File: src/rtl/io_sw_conditioner_if.sv
// io_sw_conditioner_if: switch conditioner bus between board-side driver and conditioner
// master drives sw_raw_i, db_en_i, edge_clr_i and observes sw_o, sw_change_o, edge_o; slave is the conditioner
interface io_sw_conditioner_if #(
  parameter int NUM_SW = 32
);
  logic [NUM_SW-1:0] sw_raw_i;
  logic              db_en_i;
  logic              edge_clr_i;
  logic [31:0]       sw_o;
  logic              sw_change_o;
  logic [31:0]       edge_o;
  modport master (output sw_raw_i, db_en_i, edge_clr_i, input sw_o, sw_change_o, edge_o);
  modport slave (input sw_raw_i, db_en_i, edge_clr_i, output sw_o, sw_change_o, edge_o);
endinterface

File: src/rtl/io_sw_conditioner.sv
// io_sw_conditioner: synchronizes and debounces raw switches/keys into a clean io_sw_i vector for the core
// Ports: clk_i, rst_ni (async active-low); bus (slave): sw_raw_i, db_en_i, edge_clr_i in; sw_o, sw_change_o, edge_o out
// Define IO_SW_EDGE_EN to build sticky rising-edge flags on edge_o; otherwise edge_o is 0 and edge_clr_i is ignored
module io_sw_conditioner #(
  parameter int NUM_SW      = 32,
  parameter int SYNC_STAGES = 2,
  parameter int DB_CYCLES   = 50000
) (
  input logic                clk_i,
  input logic                rst_ni,
  io_sw_conditioner_if.slave bus
);
  localparam int CW = $clog2(DB_CYCLES + 1);
  localparam logic [CW-1:0] DB_MAX = CW'(DB_CYCLES);
  typedef enum logic {STABLE, PENDING} db_state_e;
  logic [NUM_SW-1:0] sync_q [SYNC_STAGES];
  logic [NUM_SW-1:0] sync_d [SYNC_STAGES];
  logic [NUM_SW-1:0] stable_q, stable_d;
  logic [CW-1:0]     cnt_q [NUM_SW];
  logic [CW-1:0]     cnt_d [NUM_SW];
  logic [CW-1:0]     cnt_inc [NUM_SW];
  db_state_e         state_q [NUM_SW];
  db_state_e         state_d [NUM_SW];
  logic              sw_change_q, sw_change_d;
  logic [NUM_SW-1:0] syn;
  assign syn = sync_q[SYNC_STAGES-1];
  always_comb begin
    sync_d[0] = bus.sw_raw_i;
    for (int s = 1; s < SYNC_STAGES; s++) sync_d[s] = sync_q[s-1];
  end
  // count this cycle would reach; checking it (not the held count) gives SYNC_STAGES+DB_CYCLES latency
  always_comb
    for (int i = 0; i < NUM_SW; i++) cnt_inc[i] = (state_q[i] == PENDING ? cnt_q[i] : '0) + CW'(1);
  always_comb begin
    stable_d = stable_q;
    for (int i = 0; i < NUM_SW; i++) begin
      cnt_d[i]   = '0;
      state_d[i] = STABLE;
      if (!bus.db_en_i) stable_d[i] = syn[i];
      else if (syn[i] != stable_q[i]) begin
        if (cnt_inc[i] == DB_MAX) stable_d[i] = syn[i];
        else begin
          cnt_d[i]   = cnt_inc[i];
          state_d[i] = PENDING;
        end
      end
    end
    sw_change_d = |(stable_d ^ stable_q);
  end
  always_ff @(posedge clk_i or negedge rst_ni)
    if (!rst_ni) begin
      sync_q      <= '{default: '0};
      stable_q    <= '0;
      cnt_q       <= '{default: '0};
      state_q     <= '{default: STABLE};
      sw_change_q <= 1'b0;
    end else begin
      sync_q      <= sync_d;
      stable_q    <= stable_d;
      cnt_q       <= cnt_d;
      state_q     <= state_d;
      sw_change_q <= sw_change_d;
    end
  assign bus.sw_o        = 32'(stable_q);
  assign bus.sw_change_o = sw_change_q;
`ifdef IO_SW_EDGE_EN
  logic [31:0] edge_q, edge_d;
  // a rise in the same cycle as a clear survives the clear
  always_comb edge_d = (bus.edge_clr_i ? '0 : edge_q) | 32'(stable_d & ~stable_q);
  always_ff @(posedge clk_i or negedge rst_ni)
    if (!rst_ni) edge_q <= '0;
    else edge_q <= edge_d;
  assign bus.edge_o = edge_q;
`else
  logic unused_edge_clr;
  assign unused_edge_clr = bus.edge_clr_i;
  assign bus.edge_o      = '0;
`endif
endmodule
File: src/flat_wrapper.sv
// flat-port wrapper written by rule: the top's interface ports become plain ports
module io_sw_conditioner_flat 
#(
  parameter int NUM_SW      = 32,
  parameter int SYNC_STAGES = 2,
  parameter int DB_CYCLES   = 50000
)
  (clk_i, rst_ni, bus_sw_raw_i, bus_db_en_i, bus_edge_clr_i, bus_sw_o, bus_sw_change_o, bus_edge_o);
  io_sw_conditioner_if #(.NUM_SW(NUM_SW)) bus_i ();
  input logic clk_i;
  input logic rst_ni;
  input wire logic [$bits(bus_i.sw_raw_i)-1:0] bus_sw_raw_i;
  input wire logic [$bits(bus_i.db_en_i)-1:0] bus_db_en_i;
  input wire logic [$bits(bus_i.edge_clr_i)-1:0] bus_edge_clr_i;
  output wire logic [$bits(bus_i.sw_o)-1:0] bus_sw_o;
  output wire logic [$bits(bus_i.sw_change_o)-1:0] bus_sw_change_o;
  output wire logic [$bits(bus_i.edge_o)-1:0] bus_edge_o;
  assign bus_i.sw_raw_i = bus_sw_raw_i;
  assign bus_i.db_en_i = bus_db_en_i;
  assign bus_i.edge_clr_i = bus_edge_clr_i;
  assign bus_sw_o = bus_i.sw_o;
  assign bus_sw_change_o = bus_i.sw_change_o;
  assign bus_edge_o = bus_i.edge_o;
  io_sw_conditioner #(.NUM_SW(NUM_SW), .SYNC_STAGES(SYNC_STAGES), .DB_CYCLES(DB_CYCLES)) u_core (.clk_i(clk_i), .rst_ni(rst_ni), .bus(bus_i));
endmodule
File: config.mk
export PLATFORM = sky130hd
export DESIGN_NAME = io_sw_conditioner_flat
export DESIGN_NICKNAME = d
export VERILOG_FILES = /design/src/rtl/io_sw_conditioner_if.sv /design/src/rtl/io_sw_conditioner.sv /design/src/flat_wrapper.sv
export SDC_FILE = /design/constraint.sdc
export NUM_CORES = 1
export LEC_CHECK = 0
export ABC_AREA = 1
export CAP_MARGIN = 25
export CELL_PAD_IN_SITES_DETAIL_PLACEMENT = 0
export CELL_PAD_IN_SITES_GLOBAL_PLACEMENT = 2
export CORE_MARGIN = 8
export CORE_UTILIZATION = 37
export CTS_BUF_LIST = sky130_fd_sc_hd__clkbuf_8
export DETAILED_ROUTE_END_ITERATION = 10
export PLACE_DENSITY = 0.92
export SLEW_MARGIN = 25
export SYNTH_ARGS = -nofsm -noshare
export SYNTH_HDL_FRONTEND = slang
export SYNTH_SLANG_ARGS = --single-unit
File: constraint.sdc
create_clock -name clk_i -period 3 [get_ports clk_i]
set_input_delay 0.75 -clock clk_i [delete_from_list [all_inputs] [get_ports clk_i]]
set_output_delay 0.75 -clock clk_i [all_outputs]
set_load 0.1 [all_outputs]
Word level (Yosys, flattened, before mapping)

Cells that the tools add are included.
Widths: inputs -> output; s select.

Register bits: 641
Input bits: 36
Logic and storage cells: 486

Add/subtract/negate cells: 32
Eq/ne operators: 64
Multiplexer cells: 320
Bitwise operators: 1
Reductions and logical operators: 1

Operators with widths:

| operator              | number |
|---|---|
| $mux 16               | 128 |
| $add 16x1->16 const B | 32 |
| $eq 16x16->1 const B  | 32 |
| $mux 1                | 192 |
| $ne 1x1->1            | 32 |
| $reduce_or 32->1      | 1 |
| $xor 32x32->32        | 1 |

Logic depth before layout (Yosys ltp)

Depth in word-level cells: 8
Gate-level depth with buffers: 23

Worst setup path before layout

OpenSTA, ideal clock, no wires.

Kind: register to register
From: reg u_core.state_q[5] (netlist name)
To: reg u_core.stable_q[26], in the netlist u_core.bus.sw_o[26]
Data arrival time: 2.265 ns
Slack: 0.609 ns
Stages on the path, launching flop included: 18
Buffers on the path: 3
Path through: dfrtp_1 buf_4 buf_4 buf_2 nand2_1 inv_1 ha_1 nand2_1 nor2_4 nand2_1 nor2_1 nand2_1 nand2_1 nand3_1 nor2_1 nand3_1 nand2_1 mux2_2

Cells in the longest elaborated chain, start to end: 6

RTL lines:

| item                    | RTL line                | RTL |
|---|---|---|
| from (decl)             | io_sw_conditioner.sv:22 | `db_state_e state_q [NUM_SW];` |
| from (signal assigned)  | io_sw_conditioner.sv:61 | `state_q <= state_d;` |
| $mux 16                 | io_sw_conditioner.sv:33 | `for (int i = 0; i < NUM_SW; i++) cnt_inc[i] = (state_q[i] == PENDING ? cnt_q[i] : '0) + CW'(1);` |
| $add 16x1->16           | io_sw_conditioner.sv:33 |  |
| $eq 16x16->1            | io_sw_conditioner.sv:41 | `if (cnt_inc[i] == DB_MAX) stable_d[i] = syn[i];` |
| $mux 1                  | io_sw_conditioner.sv:41 |  |
| $mux 1                  | io_sw_conditioner.sv:40 | `else if (syn[i] != stable_q[i]) begin` |
| $mux 1                  | io_sw_conditioner.sv:39 | `if (!bus.db_en_i) stable_d[i] = syn[i];` |
| via u_core.stable_d[26] | io_sw_conditioner.sv:18 | `logic [NUM_SW-1:0] stable_q, stable_d;` |
| to (signal assigned)    | io_sw_conditioner.sv:59 | `stable_q <= stable_d;` |
| to (decl)               | io_sw_conditioner.sv:18 |  |

The timed path passes the listed nets, and every way through them passes these cells.

Final worst setup path

From: reg u_core.state_q[19] (netlist name)
To: reg u_core.sw_change_q, in the netlist u_core.bus.sw_change_o

Cells in the longest elaborated chain, start to end: 8

RTL lines:

| item                   | RTL line                | RTL |
|---|---|---|
| $mux 16                | io_sw_conditioner.sv:33 |  |
| $add 16x1->16          | io_sw_conditioner.sv:33 |  |
| $eq 16x16->1           | io_sw_conditioner.sv:41 |  |
| $mux 1                 | io_sw_conditioner.sv:41 |  |
| $mux 1                 | io_sw_conditioner.sv:40 |  |
| $mux 1                 | io_sw_conditioner.sv:39 |  |
| $xor 32x32->32         | io_sw_conditioner.sv:48 | `sw_change_d = \|(stable_d ^ stable_q);` |
| $reduce_or 32->1       | io_sw_conditioner.sv:48 |  |
| via u_core.sw_change_d | io_sw_conditioner.sv:24 | `logic sw_change_q, sw_change_d;` |
| to (signal assigned)   | io_sw_conditioner.sv:62 | `sw_change_q <= sw_change_d;` |
| to (decl)              | io_sw_conditioner.sv:24 |  |

The timed path passes the listed nets, and every way through them passes these cells.

==> impl_metrics.ini <==
[route]
highest_layer = met4
post_drt_wl_per_cell_um = 12.8
drt-initial-drc-count = 2109
met3_length_mm = 3.39
vias = 32500
wirelength_mm = 89.1
wl_met2_mm = 41.1
final_antenna_net_count = 0
viasPerCell = 4.67
drt_first_pass_iters = 5
met1_length_mm = 42.6
drc_errors = 0

[floorplanning]
rows = 117
start_util_pct = 37.3
ios = 101
die-area_um2 = 113000
coreArea_um2 = 102000
die_height_um = 337
die_w_um = 337

[finish]
fillers = 10700
final_cell_count_no_fill = 6963
post-route-util_pct = 41.6
most-common-layout-cells = nand2_1, nor2_1, inv_1, dfrtp_1, nand3_1
drive_gt1_share_pct = 11.4
final_common_cell = nand2_1
final_nets = 5570
area_growth_pct = 11.5

[synth]
netlist_area_um2 = 38000
synth_edf_count = 0
ys_warn_count = 0
synth_cells = 5360
async_flop_share_pct = 100
synth_top_cell_area_share_pct = 42.2
yosys.area.top_type = dfrtp_1
synth_ff_type = dfrtp_1
synth_top_cells_by_area = dfrtp_1, nand2_1, nor2_1, nand3_1, inv_1
ys_seq_area_share_pct = 42.2
synth_cell_types = 38
synth-seq-cells = 641
syn_avg_cell_area_um2 = 7.09

[sta]
rsz0062_at_grt = no
tightest_slew_ns = 0.541
period_minus_slack_ns = 2.69
tns_ns = 0
maxSlewViolCount = 0
finalHoldViolCount = 0
fin_crit_sh_pct = 89.8
setup_viol = 0
slew_headroom_pct = 63.7
finClkSkew_ns = 0.0222
fmax_ghz = 0.371

[clock_tree]
clkLatencyLatePin_ns = 0.75
clockBufferDepth = 3
htree_levels = 3
clkTransAtPathRegs_ns = 0.06
clock_sinks = 641
tritoncts = built
numCtsBuffers = 119
cts_root_buf = clkbuf_8
post-cts-setup-buffer-count = 0

[pwr]
power_leakage_nw = 20.8
cellPowerDensity_nw_per_um2 = 462
switching_share_pct = 28.1
switchingPower_mw = 5.51
combPwrFrac_pct = 10.0
report.power.total_mw = 19.6
p_clk_share_pct = 44.1
ir_worst_vdd_mv = 0.349
p_int_mw = 14.1
p_seq_share_pct = 45.9

[critical_path]
path_delay_family = simple AND/OR/NAND/NOR gates
cpMostUsedCell = nand2_1
crit_arrival_ns = 3.33
cp.required_ns = 3.63
critPathLaunchType = flop
critPathSlowestCell = dfrtp_1
worstPathCellList = nand2_1, inv_1, ha_1, nand2_1, nor2_4, nand2_1, nor2_2, nand2_1, nand2_1, nand2_1, nand2_1, nor2_1, nand3_1, nand2_2, nand2_1, nand2_1, nor2_2, nand2_1, nor2_1, nand2_1
critPathCaptureType = flop
r2r_slack_ns = 0.31
max_stage_delay_ns = 0.41
worst-setup-path-type = flop to flop
worstPathMaxFanout = 6
path_buf_inv = 1

[placement]
place_inst = 6753
place_congestion = 0.814
hpwl_mm = 64.4
port_buffers = 67

[job]
max_cap_violations = 0

[status]
status = completed

[global_routing]
grt_max_degree = 93
grt_usage_pct = 15.8
grt_pass1_wl_mm = 152
grt-ovfl-total = 0
antenna_found_initial = 1
grt_pass1_vias = 32100

[worst_hold_path]
min_path_type = flop to flop
[stage by stage]
step	instance area, µm²	hold WS, ns	setup slack (ns)
after global placement	39900	0.334	0.213
after global routing	42400	0.352	0.00396
after CTS	42400	0.323	0.161
after floorplan	38100	0.331	0.609
after detailed placement	39900	0.336	0.207
final	42400	0.342	0.307
[flip-flops by register name, indices dropped and copies added, names as in the netlist]
name / count
u_core.cnt_q: 512
u_core.syn: 32
u_core.bus.sw_o: 32
u_core.state_q: 32
u_core.sync_d: 32
u_core.bus.sw_change_o: 1
[worst paths after layout]
kind / from / end / cells after the start
min reg2reg: u_core.sync_d[27] / u_core.syn[27] / 0
max in group asynchronous: rst_ni / u_core.cnt_q[319] / 4
max: u_core.state_q[19] / u_core.bus.sw_change_o / 20
max reg2reg: u_core.state_q[19] / u_core.bus.sw_change_o / 20
min in group asynchronous: rst_ni / u_core.cnt_q[484] / 2
min: u_core.sync_d[27] / u_core.syn[27] / 0
[synth_stat cells, types with 46 or more instances]
cell type	n
nand4_1	92
nor2_2	107
nor3_1	46
nor2_1	837
buf_4	81
o21ai_0	66
nand3_1	542
nand2_2	48
a21oi_1	195
dfrtp_1	641
a21oi_2	71
xor2_1	61
inv_1	658
nand2_1	1583
[what timing repair did]
| item | CTS | global route |
|---|---|---|
| hold buffers | 1 | 0 |
| endpoints found under the hold margin | 23 | 0 |
| endpoints found under the setup margin | 0 | 17 |
| resized for setup | 0 | 9 |
[layer usage]
layer,vias to the layer above,GRT usage (%)
met1,14900,20.9
met3,144,2.73
li1,17000,-
met2,410,26.4
met5,-,0
met4,0,4.83
[cell families after synthesis]
kind of cell / after synthesis / synth area share, %
DFF: 641 / 42.2
AOI/OAI and AO/OA: 359 / 5.56
and+or+nand+nor: 3358 / 38.1
buffers and inverters: 845 / 10.0
other: 1 / 0.00987
adders and majority gates: 27 / 0.889
xor gates and xnor gates: 97 / 2.24
muxes: 32 / 0.948
[final cells by class]
cell class | instances | area, µm² | share of cell area, %
repair buffers | 143 | 1300 | 3.07
diodes | 1 | 2.50 | 0.00590
flip-flops and latches | 641 | 16000 | 37.8
well taps | 1368 | 1710 | 4.04
inverters | 697 | 2620 | 6.18
clock buffers | 151 | 2080 | 4.90
multi-input cells | 3905 | 18300 | 43.1
clock inverters | 57 | 354 | 0.835
[power groups by stage]
stage / Clock (mW) / Combinational [mW] / Sequential (mW)
floorplan: 0 / 1.18 / 9.40
detailed placement: 0 / 2.00 / 9.15
CTS: 9.04 / 2.00 / 9.00
global placement: 0 / 2.00 / 9.14
finish: 8.63 / 1.95 / 9.00
global route: 9.40 / 2.14 / 9.02
Note: power is estimated with default switching activity, not from simulation.
